===== src/rtl/axi_rd_split_pkg.sv =====
// Shared encodings, FSM state and tag type for the AXI4 read burst splitter.
// The optional sticky-error feature is selected by AXI_RD_SPLIT_STICKY_ERR_EN.
package axi_rd_split_pkg;

    localparam logic [1:0] BURST_FIXED = 2'b00;
    localparam logic [1:0] BURST_INCR  = 2'b01;
    localparam logic [1:0] BURST_WRAP  = 2'b10;

    localparam logic [1:0] RESP_OKAY   = 2'b00;
    localparam logic [1:0] RESP_EXOKAY = 2'b01;
    localparam logic [1:0] RESP_SLVERR = 2'b10;
    localparam logic [1:0] RESP_DECERR = 2'b11;

    typedef enum logic [1:0] {
        IDLE,
        ISSUE,
        NEXT
    } state_t;

    typedef struct packed {
        logic last;
    } tag_t;

    // Numeric order already ranks DECERR > SLVERR > OKAY.
    function automatic logic [1:0] resp_worst(input logic [1:0] a, input logic [1:0] b);
        return (a > b) ? a : b;
    endfunction

endpackage


===== src/rtl/axi_rd_split_if.sv =====
// AXI4 read-channel bundle (AR + R) with initiator (master) and target (slave) views.
interface axi_rd_split_if #(
    parameter int DATA_WIDTH = 32,
    parameter int ADDR_WIDTH = 32,
    parameter int ID_WIDTH   = 8
);
    logic [ID_WIDTH-1:0]   arid;
    logic [ADDR_WIDTH-1:0] araddr;
    logic [7:0]            arlen;
    logic [2:0]            arsize;
    logic [1:0]            arburst;
    logic                  arlock;
    logic [3:0]            arcache;
    logic [2:0]            arprot;
    logic [3:0]            arqos;
    logic [3:0]            arregion;
    logic                  arvalid;
    logic                  arready;

    logic [ID_WIDTH-1:0]   rid;
    logic [DATA_WIDTH-1:0] rdata;
    logic [1:0]            rresp;
    logic                  rlast;
    logic                  rvalid;
    logic                  rready;

    modport master (
        output arid, araddr, arlen, arsize, arburst, arlock, arcache, arprot, arqos, arregion,
        output arvalid, rready,
        input  arready, rid, rdata, rresp, rlast, rvalid
    );

    modport slave (
        input  arid, araddr, arlen, arsize, arburst, arlock, arcache, arprot, arqos, arregion,
        input  arvalid, rready,
        output arready, rid, rdata, rresp, rlast, rvalid
    );
endinterface


===== src/rtl/axi_rd_split_tag_fifo.sv =====
// Small FIFO of per-sub-burst tags; head is readable combinationally for the R path.
module axi_rd_split_tag_fifo #(
    parameter int DEPTH = 4
) (
    input  logic clk,
    input  logic rst_n,
    input  logic push,
    input  logic push_data,
    input  logic pop,
    output logic pop_data,
    output logic full,
    output logic empty
);
    localparam int PW = $clog2(DEPTH);

    logic [DEPTH-1:0] mem_reg;
    logic [PW-1:0]    wr_ptr_reg;
    logic [PW-1:0]    rd_ptr_reg;
    logic [PW:0]      count_reg;
    logic             wr_en;
    logic             rd_en;

    // A push into a full FIFO is fine when the head leaves in the same cycle.
    assign wr_en    = push && (!full || pop);
    assign rd_en    = pop && !empty;
    assign full     = (count_reg == (PW + 1)'(DEPTH));
    assign empty    = (count_reg == '0);
    assign pop_data = mem_reg[rd_ptr_reg];

    always_ff @(posedge clk or negedge rst_n) begin
        if (!rst_n) begin
            mem_reg    <= '0;
            wr_ptr_reg <= '0;
            rd_ptr_reg <= '0;
            count_reg  <= '0;
        end else begin
            if (wr_en) begin
                mem_reg[wr_ptr_reg] <= push_data;
                wr_ptr_reg          <= wr_ptr_reg + 1'b1;
            end
            if (rd_en) begin
                rd_ptr_reg <= rd_ptr_reg + 1'b1;
            end
            case ({wr_en, rd_en})
                2'b10:   count_reg <= count_reg + 1'b1;
                2'b01:   count_reg <= count_reg - 1'b1;
                default: count_reg <= count_reg;
            endcase
        end
    end
endmodule


===== src/rtl/axi_rd_split.sv =====
// Splits AXI4 read bursts into sub-bursts of at most MAX_BURST_LEN beats and re-merges rlast.
// Define AXI_RD_SPLIT_STICKY_ERR_EN to carry the worst rresp forward through each original burst.
module axi_rd_split
    import axi_rd_split_pkg::*;
#(
    parameter int DATA_WIDTH    = 32,
    parameter int ADDR_WIDTH    = 32,
    parameter int ID_WIDTH      = 8,
    parameter int MAX_BURST_LEN = 16,
    parameter int OUTSTANDING   = 4
) (
    input  logic           clk,
    input  logic           rst_n,
    axi_rd_split_if.slave  s_axi,
    axi_rd_split_if.master m_axi
);
    localparam logic [8:0]            MAX9     = 9'(MAX_BURST_LEN);
    localparam logic [ADDR_WIDTH-1:0] MAX_ADDR = ADDR_WIDTH'(MAX_BURST_LEN);

    state_t                state_reg, state_next;
    logic                  init_done_reg;
    logic [8:0]            remaining_reg;
    logic [8:0]            remaining_after;
    logic [ID_WIDTH-1:0]   id_reg;
    logic [ADDR_WIDTH-1:0] addr_reg;
    logic [7:0]            len_reg;
    logic [2:0]            size_reg;
    logic [1:0]            burst_reg;
    logic                  lock_reg;
    logic [3:0]            cache_reg;
    logic [2:0]            prot_reg;
    logic [3:0]            qos_reg;
    logic [3:0]            region_reg;
    logic                  ar_ready;
    logic                  ar_valid;
    logic                  s_ar_fire;
    logic                  m_ar_fire;
    logic                  tag_full;
    logic                  tag_empty;
    logic                  tag_pop;
    tag_t                  push_tag;
    tag_t                  head_tag;

    function automatic logic [7:0] clip_len(input logic [8:0] beats);
        if (beats > MAX9) begin
            return 8'(MAX9 - 9'd1);
        end
        return 8'(beats - 9'd1);
    endfunction

    assign s_ar_fire       = s_axi.arvalid && ar_ready;
    assign m_ar_fire       = ar_valid && m_axi.arready;
    assign remaining_after = remaining_reg - ({1'b0, len_reg} + 9'd1);
    assign push_tag.last   = (remaining_after == 9'd0);

    always_ff @(posedge clk or negedge rst_n) begin
        if (!rst_n) begin
            state_reg     <= IDLE;
            init_done_reg <= 1'b0;
        end else begin
            state_reg     <= state_next;
            init_done_reg <= 1'b1;
        end
    end

    always_comb begin
        state_next = state_reg;
        case (state_reg)
            IDLE:    if (s_ar_fire) state_next = ISSUE;
            ISSUE:   if (m_ar_fire) state_next = (remaining_after == 9'd0) ? IDLE : NEXT;
            NEXT:    state_next = ISSUE;
            default: state_next = IDLE;
        endcase
    end

    // arvalid depends only on registered state, never on m_axi.arready.
    always_comb begin
        ar_ready = 1'b0;
        ar_valid = 1'b0;
        case (state_reg)
            IDLE:    ar_ready = init_done_reg;
            ISSUE:   ar_valid = !tag_full;
            default: ;
        endcase
    end

    always_ff @(posedge clk or negedge rst_n) begin
        if (!rst_n) begin
            remaining_reg <= '0;
            id_reg        <= '0;
            addr_reg      <= '0;
            len_reg       <= '0;
            size_reg      <= '0;
            burst_reg     <= '0;
            lock_reg      <= 1'b0;
            cache_reg     <= '0;
            prot_reg      <= '0;
            qos_reg       <= '0;
            region_reg    <= '0;
        end else begin
            case (state_reg)
                IDLE: if (s_ar_fire) begin
                    remaining_reg <= {1'b0, s_axi.arlen} + 9'd1;
                    id_reg        <= s_axi.arid;
                    addr_reg      <= s_axi.araddr;
                    len_reg       <= (s_axi.arburst == BURST_WRAP) ? s_axi.arlen
                                                                   : clip_len({1'b0, s_axi.arlen} + 9'd1);
                    size_reg      <= s_axi.arsize;
                    burst_reg     <= s_axi.arburst;
                    lock_reg      <= s_axi.arlock;
                    cache_reg     <= s_axi.arcache;
                    prot_reg      <= s_axi.arprot;
                    qos_reg       <= s_axi.arqos;
                    region_reg    <= s_axi.arregion;
                end
                ISSUE: if (m_ar_fire) begin
                    remaining_reg <= remaining_after;
                end
                NEXT: begin
                    if (burst_reg == BURST_INCR) begin
                        addr_reg <= addr_reg + (MAX_ADDR << size_reg);
                    end
                    len_reg <= clip_len(remaining_reg);
                end
                default: ;
            endcase
        end
    end

    assign s_axi.arready  = ar_ready;
    assign m_axi.arvalid  = ar_valid;
    assign m_axi.arid     = id_reg;
    assign m_axi.araddr   = addr_reg;
    assign m_axi.arlen    = len_reg;
    assign m_axi.arsize   = size_reg;
    assign m_axi.arburst  = burst_reg;
    assign m_axi.arlock   = lock_reg;
    assign m_axi.arcache  = cache_reg;
    assign m_axi.arprot   = prot_reg;
    assign m_axi.arqos    = qos_reg;
    assign m_axi.arregion = region_reg;

    assign tag_pop = m_axi.rvalid && m_axi.rready && m_axi.rlast;

    axi_rd_split_tag_fifo #(
        .DEPTH (OUTSTANDING)
    ) u_tag_fifo (
        .clk       (clk),
        .rst_n     (rst_n),
        .push      (m_ar_fire),
        .push_data (push_tag.last),
        .pop       (tag_pop),
        .pop_data  (head_tag.last),
        .full      (tag_full),
        .empty     (tag_empty)
    );

    assign m_axi.rready = s_axi.rready && !tag_empty;
    assign s_axi.rvalid = m_axi.rvalid && !tag_empty;
    assign s_axi.rid    = m_axi.rid;
    assign s_axi.rdata  = m_axi.rdata;
    assign s_axi.rlast  = m_axi.rlast && head_tag.last;

`ifdef AXI_RD_SPLIT_STICKY_ERR_EN
    logic [1:0] err_reg;
    logic [1:0] resp_out;

    assign resp_out    = resp_worst(m_axi.rresp, err_reg);
    assign s_axi.rresp = resp_out;

    always_ff @(posedge clk or negedge rst_n) begin
        if (!rst_n) begin
            err_reg <= RESP_OKAY;
        end else if (s_axi.rvalid && s_axi.rready) begin
            err_reg <= s_axi.rlast ? RESP_OKAY : resp_out;
        end
    end
`else
    assign s_axi.rresp = m_axi.rresp;
`endif

endmodule

===== src/flat_wrapper.sv =====
// flat-port wrapper written by rule: the top's interface ports become plain ports
module axi_rd_split_flat import axi_rd_split_pkg::*;
#(
    parameter int DATA_WIDTH    = 32,
    parameter int ADDR_WIDTH    = 32,
    parameter int ID_WIDTH      = 8,
    parameter int MAX_BURST_LEN = 16,
    parameter int OUTSTANDING   = 4
)
  (clk, rst_n, s_axi_arid, s_axi_araddr, s_axi_arlen, s_axi_arsize, s_axi_arburst, s_axi_arlock, s_axi_arcache, s_axi_arprot, s_axi_arqos, s_axi_arregion, s_axi_arvalid, s_axi_rready, s_axi_arready, s_axi_rid, s_axi_rdata, s_axi_rresp, s_axi_rlast, s_axi_rvalid, m_axi_arid, m_axi_araddr, m_axi_arlen, m_axi_arsize, m_axi_arburst, m_axi_arlock, m_axi_arcache, m_axi_arprot, m_axi_arqos, m_axi_arregion, m_axi_arvalid, m_axi_rready, m_axi_arready, m_axi_rid, m_axi_rdata, m_axi_rresp, m_axi_rlast, m_axi_rvalid);
  axi_rd_split_if #(.DATA_WIDTH(DATA_WIDTH), .ADDR_WIDTH(ADDR_WIDTH), .ID_WIDTH(ID_WIDTH)) s_axi_i ();
  axi_rd_split_if #(.DATA_WIDTH(DATA_WIDTH), .ADDR_WIDTH(ADDR_WIDTH), .ID_WIDTH(ID_WIDTH)) m_axi_i ();
  input  logic clk;
  input  logic rst_n;
  input wire logic [$bits(s_axi_i.arid)-1:0] s_axi_arid;
  input wire logic [$bits(s_axi_i.araddr)-1:0] s_axi_araddr;
  input wire logic [$bits(s_axi_i.arlen)-1:0] s_axi_arlen;
  input wire logic [$bits(s_axi_i.arsize)-1:0] s_axi_arsize;
  input wire logic [$bits(s_axi_i.arburst)-1:0] s_axi_arburst;
  input wire logic [$bits(s_axi_i.arlock)-1:0] s_axi_arlock;
  input wire logic [$bits(s_axi_i.arcache)-1:0] s_axi_arcache;
  input wire logic [$bits(s_axi_i.arprot)-1:0] s_axi_arprot;
  input wire logic [$bits(s_axi_i.arqos)-1:0] s_axi_arqos;
  input wire logic [$bits(s_axi_i.arregion)-1:0] s_axi_arregion;
  input wire logic [$bits(s_axi_i.arvalid)-1:0] s_axi_arvalid;
  input wire logic [$bits(s_axi_i.rready)-1:0] s_axi_rready;
  output wire logic [$bits(s_axi_i.arready)-1:0] s_axi_arready;
  output wire logic [$bits(s_axi_i.rid)-1:0] s_axi_rid;
  output wire logic [$bits(s_axi_i.rdata)-1:0] s_axi_rdata;
  output wire logic [$bits(s_axi_i.rresp)-1:0] s_axi_rresp;
  output wire logic [$bits(s_axi_i.rlast)-1:0] s_axi_rlast;
  output wire logic [$bits(s_axi_i.rvalid)-1:0] s_axi_rvalid;
  output wire logic [$bits(m_axi_i.arid)-1:0] m_axi_arid;
  output wire logic [$bits(m_axi_i.araddr)-1:0] m_axi_araddr;
  output wire logic [$bits(m_axi_i.arlen)-1:0] m_axi_arlen;
  output wire logic [$bits(m_axi_i.arsize)-1:0] m_axi_arsize;
  output wire logic [$bits(m_axi_i.arburst)-1:0] m_axi_arburst;
  output wire logic [$bits(m_axi_i.arlock)-1:0] m_axi_arlock;
  output wire logic [$bits(m_axi_i.arcache)-1:0] m_axi_arcache;
  output wire logic [$bits(m_axi_i.arprot)-1:0] m_axi_arprot;
  output wire logic [$bits(m_axi_i.arqos)-1:0] m_axi_arqos;
  output wire logic [$bits(m_axi_i.arregion)-1:0] m_axi_arregion;
  output wire logic [$bits(m_axi_i.arvalid)-1:0] m_axi_arvalid;
  output wire logic [$bits(m_axi_i.rready)-1:0] m_axi_rready;
  input wire logic [$bits(m_axi_i.arready)-1:0] m_axi_arready;
  input wire logic [$bits(m_axi_i.rid)-1:0] m_axi_rid;
  input wire logic [$bits(m_axi_i.rdata)-1:0] m_axi_rdata;
  input wire logic [$bits(m_axi_i.rresp)-1:0] m_axi_rresp;
  input wire logic [$bits(m_axi_i.rlast)-1:0] m_axi_rlast;
  input wire logic [$bits(m_axi_i.rvalid)-1:0] m_axi_rvalid;
  assign s_axi_i.arid = s_axi_arid;
  assign s_axi_i.araddr = s_axi_araddr;
  assign s_axi_i.arlen = s_axi_arlen;
  assign s_axi_i.arsize = s_axi_arsize;
  assign s_axi_i.arburst = s_axi_arburst;
  assign s_axi_i.arlock = s_axi_arlock;
  assign s_axi_i.arcache = s_axi_arcache;
  assign s_axi_i.arprot = s_axi_arprot;
  assign s_axi_i.arqos = s_axi_arqos;
  assign s_axi_i.arregion = s_axi_arregion;
  assign s_axi_i.arvalid = s_axi_arvalid;
  assign s_axi_i.rready = s_axi_rready;
  assign s_axi_arready = s_axi_i.arready;
  assign s_axi_rid = s_axi_i.rid;
  assign s_axi_rdata = s_axi_i.rdata;
  assign s_axi_rresp = s_axi_i.rresp;
  assign s_axi_rlast = s_axi_i.rlast;
  assign s_axi_rvalid = s_axi_i.rvalid;
  assign m_axi_arid = m_axi_i.arid;
  assign m_axi_araddr = m_axi_i.araddr;
  assign m_axi_arlen = m_axi_i.arlen;
  assign m_axi_arsize = m_axi_i.arsize;
  assign m_axi_arburst = m_axi_i.arburst;
  assign m_axi_arlock = m_axi_i.arlock;
  assign m_axi_arcache = m_axi_i.arcache;
  assign m_axi_arprot = m_axi_i.arprot;
  assign m_axi_arqos = m_axi_i.arqos;
  assign m_axi_arregion = m_axi_i.arregion;
  assign m_axi_arvalid = m_axi_i.arvalid;
  assign m_axi_rready = m_axi_i.rready;
  assign m_axi_i.arready = m_axi_arready;
  assign m_axi_i.rid = m_axi_rid;
  assign m_axi_i.rdata = m_axi_rdata;
  assign m_axi_i.rresp = m_axi_rresp;
  assign m_axi_i.rlast = m_axi_rlast;
  assign m_axi_i.rvalid = m_axi_rvalid;
  axi_rd_split #(.DATA_WIDTH(DATA_WIDTH), .ADDR_WIDTH(ADDR_WIDTH), .ID_WIDTH(ID_WIDTH), .MAX_BURST_LEN(MAX_BURST_LEN), .OUTSTANDING(OUTSTANDING)) u_core (.clk(clk), .rst_n(rst_n), .s_axi(s_axi_i), .m_axi(m_axi_i));
endmodule

===== config.mk =====
export PLATFORM = sky130hd
export DESIGN_NAME = axi_rd_split_flat
export DESIGN_NICKNAME = d
export VERILOG_FILES = /design/src/rtl/axi_rd_split_pkg.sv /design/src/rtl/axi_rd_split_if.sv /design/src/rtl/axi_rd_split_tag_fifo.sv /design/src/rtl/axi_rd_split.sv /design/src/flat_wrapper.sv
export SDC_FILE = /design/constraint.sdc
export NUM_CORES = 1
export LEC_CHECK = 0
export ABC_AREA = 1
export BUFFER_PORTS_ARGS = -buffer_cell sky130_fd_sc_hd__buf_2
export CORE_MARGIN = 2
export CORE_UTILIZATION = 45
export CTS_BUF_LIST = sky130_fd_sc_hd__clkbuf_2
export CTS_CLUSTER_DIAMETER = 30
export DETAILED_ROUTE_END_ITERATION = 10
export HOLD_SLACK_MARGIN = 0.12
export PLACE_DENSITY = 0.75
export SETUP_SLACK_MARGIN = 0.1
export SYNTH_ARGS = -nofsm -noshare
export SYNTH_HDL_FRONTEND = slang
export SYNTH_SLANG_ARGS = --single-unit

===== constraint.sdc =====
create_clock -name clk -period 2.5 [get_ports clk]
set_clock_uncertainty 0.1 [all_clocks]
set_input_delay 0 -clock clk [delete_from_list [all_inputs] [get_ports clk]]
set_output_delay 0 -clock clk [all_outputs]
set_load 0.05 [all_outputs]

# Yosys cells after proc, flatten, opt, wreduce, memory -nomap -nowiden
# Cells that the tools add are included.
# op_classes
addsub,10
mul,0
div,0
order_cmp,5
n_eq_ne,10
shift,1
n_mux,30
bitwise_logic,0
n_reduce_logical,24
# ops
operator,n
two-way mux 32 bit,2
one-hot mux 32 bit (2 select lines),1
two-way mux 8 bit,6
adder 32 bit,1
"<< shifter 5 x 3 -> 32 bit, first input constant",1
"adder 8 x 1 -> 9 bit, second input constant",2
"> comparator 9 x 5 -> 1 bit, second input constant",2
two-way mux 9 bit,2
one-hot mux 9 bit (2 select lines),1
one-hot mux 8 bit (2 select lines),1
"subtractor 8 x 1 -> 8 bit, second input constant",2
logical AND 1 bit,10
logical NOT 9 bit,1
two-way mux 1 bit,9
subtractor 9 bit,1
"equality test 2 x 1 -> 1 bit, second input constant",3
"equality test 2 bit, second input constant",3
"< comparator 2 x 3 -> 1 bit, second input constant",2
two-way mux 2 bit,3
one-hot mux 2 bit (3 select lines),1
one-hot mux 3 bit (2 select lines),1
AND reduction 2 bit,3
AND reduction 3 bit,2
nonzero test 2 bit,3
14 further kinds,17
# word_totals
ff_bits,92
latchBits,0
ramBits,0
romBits,0
output_inout_bits,116
elab_cells,97
mem_count,0

# Longest topological paths before layout
# logic_depth
word_depth,9
ltp_mapped,14

# Cells and area by module
# From an unflattened synthesis, not the netlist that was laid out.
# unflattened
cells_unflattened,921
hier_area_um2,6481.2
# modules_own_cells
mod,instances,cells_per_inst,area_each_um2
axi_rd_split,1,846,5816.8
axi_rd_split_tag_fifo,1,75,664.4

# Least setup slack after synthesis
# Ideal clock, no wire load.
# synth_path
kind,flip-flop to flip-flop
startpoint,register u_core.size_reg[0] (netlist: u_core.m_axi.arsize[0])
endpoint,register u_core.addr_reg[26] (netlist: u_core.m_axi.araddr[26])
arrival_time_ps,2438
t_required_ps,2282
setup_slack_ps,-156
stages_incl_launch_ff,12
path_buffers,0
synth_period_minus_slack_ps,2656
path_cell_list,dfrtp_1 -> inv_1 -> nor3_1 -> inv_1 -> fa_1 -> o21ai_2 -> a21oi_1 -> or2_2 -> nand3_1 -> nand3_1 -> nand2_1 -> nand2_1
# synth_between
elab_chain_len,4
# synth_lines
item,line,text
from (decl),axi_rd_split.sv:27,logic [2:0] size_reg;
from (signal assigned),axi_rd_split.sv:108,size_reg <= s_axi.arsize;
<< shifter 5 x 3 -> 32 bit,axi_rd_split.sv:121,addr_reg <= addr_reg + (MAX_ADDR << size_reg);
adder 32 bit,axi_rd_split.sv:121,
two-way mux 32 bit,axi_rd_split.sv:120,if (burst_reg == BURST_INCR) begin
one-hot mux 32 bit (2 select lines),axi_rd_split.sv:101,case (state_reg)
to (signal assigned),axi_rd_split.sv:105,addr_reg <= s_axi.araddr;
to (signal assigned),axi_rd_split.sv:121,
to (decl),axi_rd_split.sv:25,logic [ADDR_WIDTH-1:0] addr_reg;
# No other way between the ends. The select of a mux whose other input is x is not followed.
# A chain may end at the register's enable or synchronous reset.

# Final worst setup path
# layout_path
startpoint,register u_core.size_reg[2] (netlist: u_core.m_axi.arsize[2])
endpoint,register u_core.addr_reg[8] (netlist: u_core.m_axi.araddr[8])
# The elaborated chain is that of the path after synthesis.

==> summary.md <==
| Metric | Value |
|---|---|
| Status | `complete, no violations` |
| Initial DRC Count | `413` |
| Final worst slack | `0.0396 ns` |
| Crit Path Max Fanout | `6` |
| Layout cells sized above 1 | `25.7%` |
| CP dominant cell by count | `buf_4` |
| Placed cell count | `roughly 1100` |
| Synth Cell Area | `6360 sq um` |
| Power density over the cells | `1250 nW/um^2` |
| Crit. End Element | `flop` |
| Worst-margin pin slew | `0.548 ns` |
| Crit-path slowest cell | `dfrtp_2` |
| Drt pass-1 iters | `8` |
| Layout area overhead | `51.3%` |
| Port bufs | `149` |
| Post-synth top area cell | `dfrtp_1` |
| Max VDD drop | `~0.98 mV` |
| DP Area | `7020 sq um` |
| Seq/Total Area, Yosys | `a little over a third` |
| Post-layout min period | `2.46 ns` |
| Gr ovfl total | `0` |
| Top cells by count, synth | `190 x nand2_1, 99 x inv_1, 92 x dfrtp_1` |
| Worst-case clock buffer depth | `2` |
| Place WS | `-0.00354 ns` |
| FF-to-FF setup slack | `about 0.040 ns` |
| Routed WL per cell | `16.1 microns` |
| Syn Area/Cell | `about 7.5 sq um` |
| Hold path depth | `5` |
| CP Cell Sequence | `nor3_4 > ha_2 > inv_2 > fa_2 > o21ai_4 > buf_4 > buf_4 > xor2_1 > nand2_1 > a21oi_1` |
| Die footprint | `15100 sq um` |
| GR Util All Layers | `about 28%` |
| Die height | `123 microns` |
| Hold slack | `0.168 ns` |
| CORE AREA | `13800 sq um` |
| Rows | `between 40 and 50` |
| Hold endpoint | `u_core.m_axi.araddr[9]$_DFFE_PN0P_` |
| Max-slew violations | `0` |
| CP Buf/Inv Count | `3` |
| WL final | `approximately 22000 microns` |
| Drt drc | `0` |
| Initial Utilization | `46.0%` |
| Flip-flop count of the largest register after layout | `32` |
| Vias | `7135` |
| Sink Count | `92` |
| WP data required | `2.95 ns` |
| H-tree depth | `3` |
| Dpl hpwl | `about 13000 microns` |
| # IOs | `234` |
| Crit-path leading delay family | `adder cells` |
| Post-Syn Nets | `991` |
| Sw Share | `56.4%` |
| Clock root buffer | `clkbuf_2` |
| CTS buffer count | `9` |
| Synth area leaders | `dfrtp_1 36%, nand2_1 11%, inv_1 5.8%` |
| Number of synthesized register bits | `92` |
| Ys Warns | `0` |
| Final setup viols | `0` |
| Final Instance Area | `9620 sq um` |
| Critical path arrival | `2.91 ns` |
| RR Endpoint | `u_core.m_axi.araddr[8]$_DFFE_PN0P_` |
| FF-to-FF Start | `u_core.m_axi.arsize[2]$_DFFE_PN0P_` |
| Non-Filler Instances | `1370` |
| Width of the die | `123 microns` |
| Crit path kind | `flop to flop` |
| Tcrit/Tclk final | `98.4%` |
| Share of the synthesized area in the top cell type | `36.2%` |
| Initial antenna violation count | `2` |
| Worst hold start | `s_axi_araddr[9]` |
| Internal | `5.25 mW` |
| Class of the worst hold path | `input port to flop` |
| Largest net degree at the start of global routing | `43` |
| Post-route ant nets | `0` |
| RSZ-0062 raised after global routing | `yes` |
| Vias in the first global route | `7007` |
| Crit start category | `flop` |
| CTS tree | `built` |
| Final net count | `approximately 1300` |
| Number of enable flip-flop cells after synthesis | `0` |
| Fin. Hold Viols | `0` |
| Clk pwr share | `under 10%` |
| Fillers | `1053` |
| Post-Syn Instances | `between 800 and 900` |
| DR vias/cell | `5.21` |
| Netlist cell types | `40` |
| Max-Cap Viols | `0` |
| Gpl congestion | `0.952` |
| Combinational fraction of design power | `68.2%` |
| Utilization after layout | `69.6%` |
| Leakage power | `roughly 4.7 nW` |
| CP peak stage delay | `0.53 ns` |
| Worst skew pair latency | `0.63 ns` |
| R2R depth | `10` |
| Top-count cell post-synth | `nand2_1` |
| Top achievable clock speed | `0.406 GHz` |
| Crit path from | `u_core.m_axi.arsize[2]$_DFFE_PN0P_` |
| Top_reg_cell synth | `dfrtp_1` |
| Clock Pin Slew Worst Setup and Hold Paths | `0.27 ns` |
| Flop pwr share | `24.8%` |
| Asr flop ratio synth | `100%` |
| First-pass GRT wire length | `roughly 33000 microns` |
| Sw Pwr | `6.80 mW` |
| Rel. slew slack | `between 60 and 70%` |
==> metrics by stage <==
step | setup TNS [ns] | power [mW]
after global routing | -0.292 | 12.8
after CTS | 0 | 11.3
after floorplan | 0 | 8.22
final | 0 | 12.1
after global placement | 0 | 9.56
after detailed placement | -0.00354 | 9.66
==> what timing repair did <==
item / in CTS / in global routing
pin swaps: 1 / 22
buffers inserted: 3 / 12
endpoints found under the hold margin: 225 / 1
hold buffers: 212 / 1
setup endpoints to repair: 11 / 60
resized for setup: 5 / 66
==> power by group through the flow <==
stage	registers (mW)	clock network, mW	logic, mW
after floorplan	4.70	0	3.52
after global placement	2.89	0	6.67
after detailed placement	2.92	0	6.75
after CTS	2.87	0.851	7.59
after global routing	3.07	0.917	8.83
final	2.99	0.842	8.22
==> worst register-to-register path, cell delays in order, from the launching register on <==
cell,delay (ns)
dfrtp_2,0.53
nor3_4,0.22
ha_2,0.23
inv_2,0.04
fa_2,0.37
o21ai_4,0.25
buf_4,0.17
buf_4,0.10
xor2_1,0.14
nand2_1,0.09
a21oi_1,0.15
==> cell type report <==
| type | instances | area [sq um] | area share, % |
|---|---|---|---|
| clock inverters | 7 | 81.3 | 0.845 |
| inverters | 104 | 393 | 4.08 |
| well taps | 180 | 225 | 2.34 |
| flip-flops and latches | 92 | 2310 | 24.0 |
| multi-input cells | 590 | 3480 | 36.2 |
| diodes | 2 | 5.00 | 0.0520 |
| repair buffers | 386 | 3090 | 32.1 |
| clock buffers | 9 | 45.0 | 0.468 |
==> layer usage <==
metal  GRT usage (%)  vias to the layer above  routed length, microns
met5               0                        -                       0
met4            16.2                        0                    1080
met3            5.67                       91                    1400
met2            50.2                      351                   11500
met1            31.7                     3291                    8090
li1                -                     3402                       -
==> worst max-delay path by stage <==
stage	endpoint	slack, ns	cells past startpoint
floorplan	u_core.m_axi.araddr[26]$_DFFE_PN0P_	0.11	11
global placement	u_core.m_axi.araddr[28]$_DFFE_PN0P_	0.05	12
detailed placement	u_core.m_axi.araddr[14]$_DFFE_PN0P_	-0.004	11
CTS	u_core.m_axi.araddr[14]$_DFFE_PN0P_	0.09	11
global route	u_core.m_axi.araddr[28]$_DFFE_PN0P_	-0.09	12
finish	u_core.m_axi.araddr[8]$_DFFE_PN0P_	0.04	10
==> cells in the final DEF (no fill, tap or decap), drive strengths merged, types with 2 or more instances in the layout <==
| cell type | netlist | final |
|---|---|---|
| dlygate4sd3 | 0 | 212 |
| nand2 | 200 | 200 |
| buf | 56 | 174 |
| inv | 104 | 107 |
| dfrtp | 92 | 92 |
| nor2 | 85 | 85 |
| nand3 | 64 | 64 |
| o21ai | 54 | 54 |
| a21oi | 39 | 39 |
| mux2 | 29 | 29 |
| ha | 24 | 24 |
| nor3 | 17 | 17 |
| nand4 | 15 | 15 |
| xnor2 | 11 | 11 |
| o211ai | 9 | 9 |
| clkbuf | 4 | 9 |
| xor2 | 8 | 8 |
| a31oi | 6 | 6 |
| o21a | 5 | 5 |
| nand3b | 5 | 5 |
| or2 | 5 | 5 |
| o22ai | 4 | 4 |
| fa | 3 | 3 |
| clkinv | 0 | 3 |
| diode | 0 | 2 |
==> logic make-up (layout without fill, tap and decap cells) <==
| family | count (synthesis) | after routing | share of synthesized area (%) |
|---|---|---|---|
| AO/OA/AOI/OAI | 121 | 121 | 10.7 |
| XOR/XNOR | 19 | 19 | 2.62 |
| adder cells (fa/ha/maj) | 27 | 27 | 5.67 |
| buffers and inverters | 164 | 506 | 12.6 |
| flip-flops | 92 | 92 | 36.2 |
| multiplexers | 29 | 29 | 5.13 |
| other | 1 | 3 | 0.0590 |
| AND/OR/NAND/NOR | 393 | 393 | 27.0 |
Note: power is estimated with default switching activity, not from simulation.
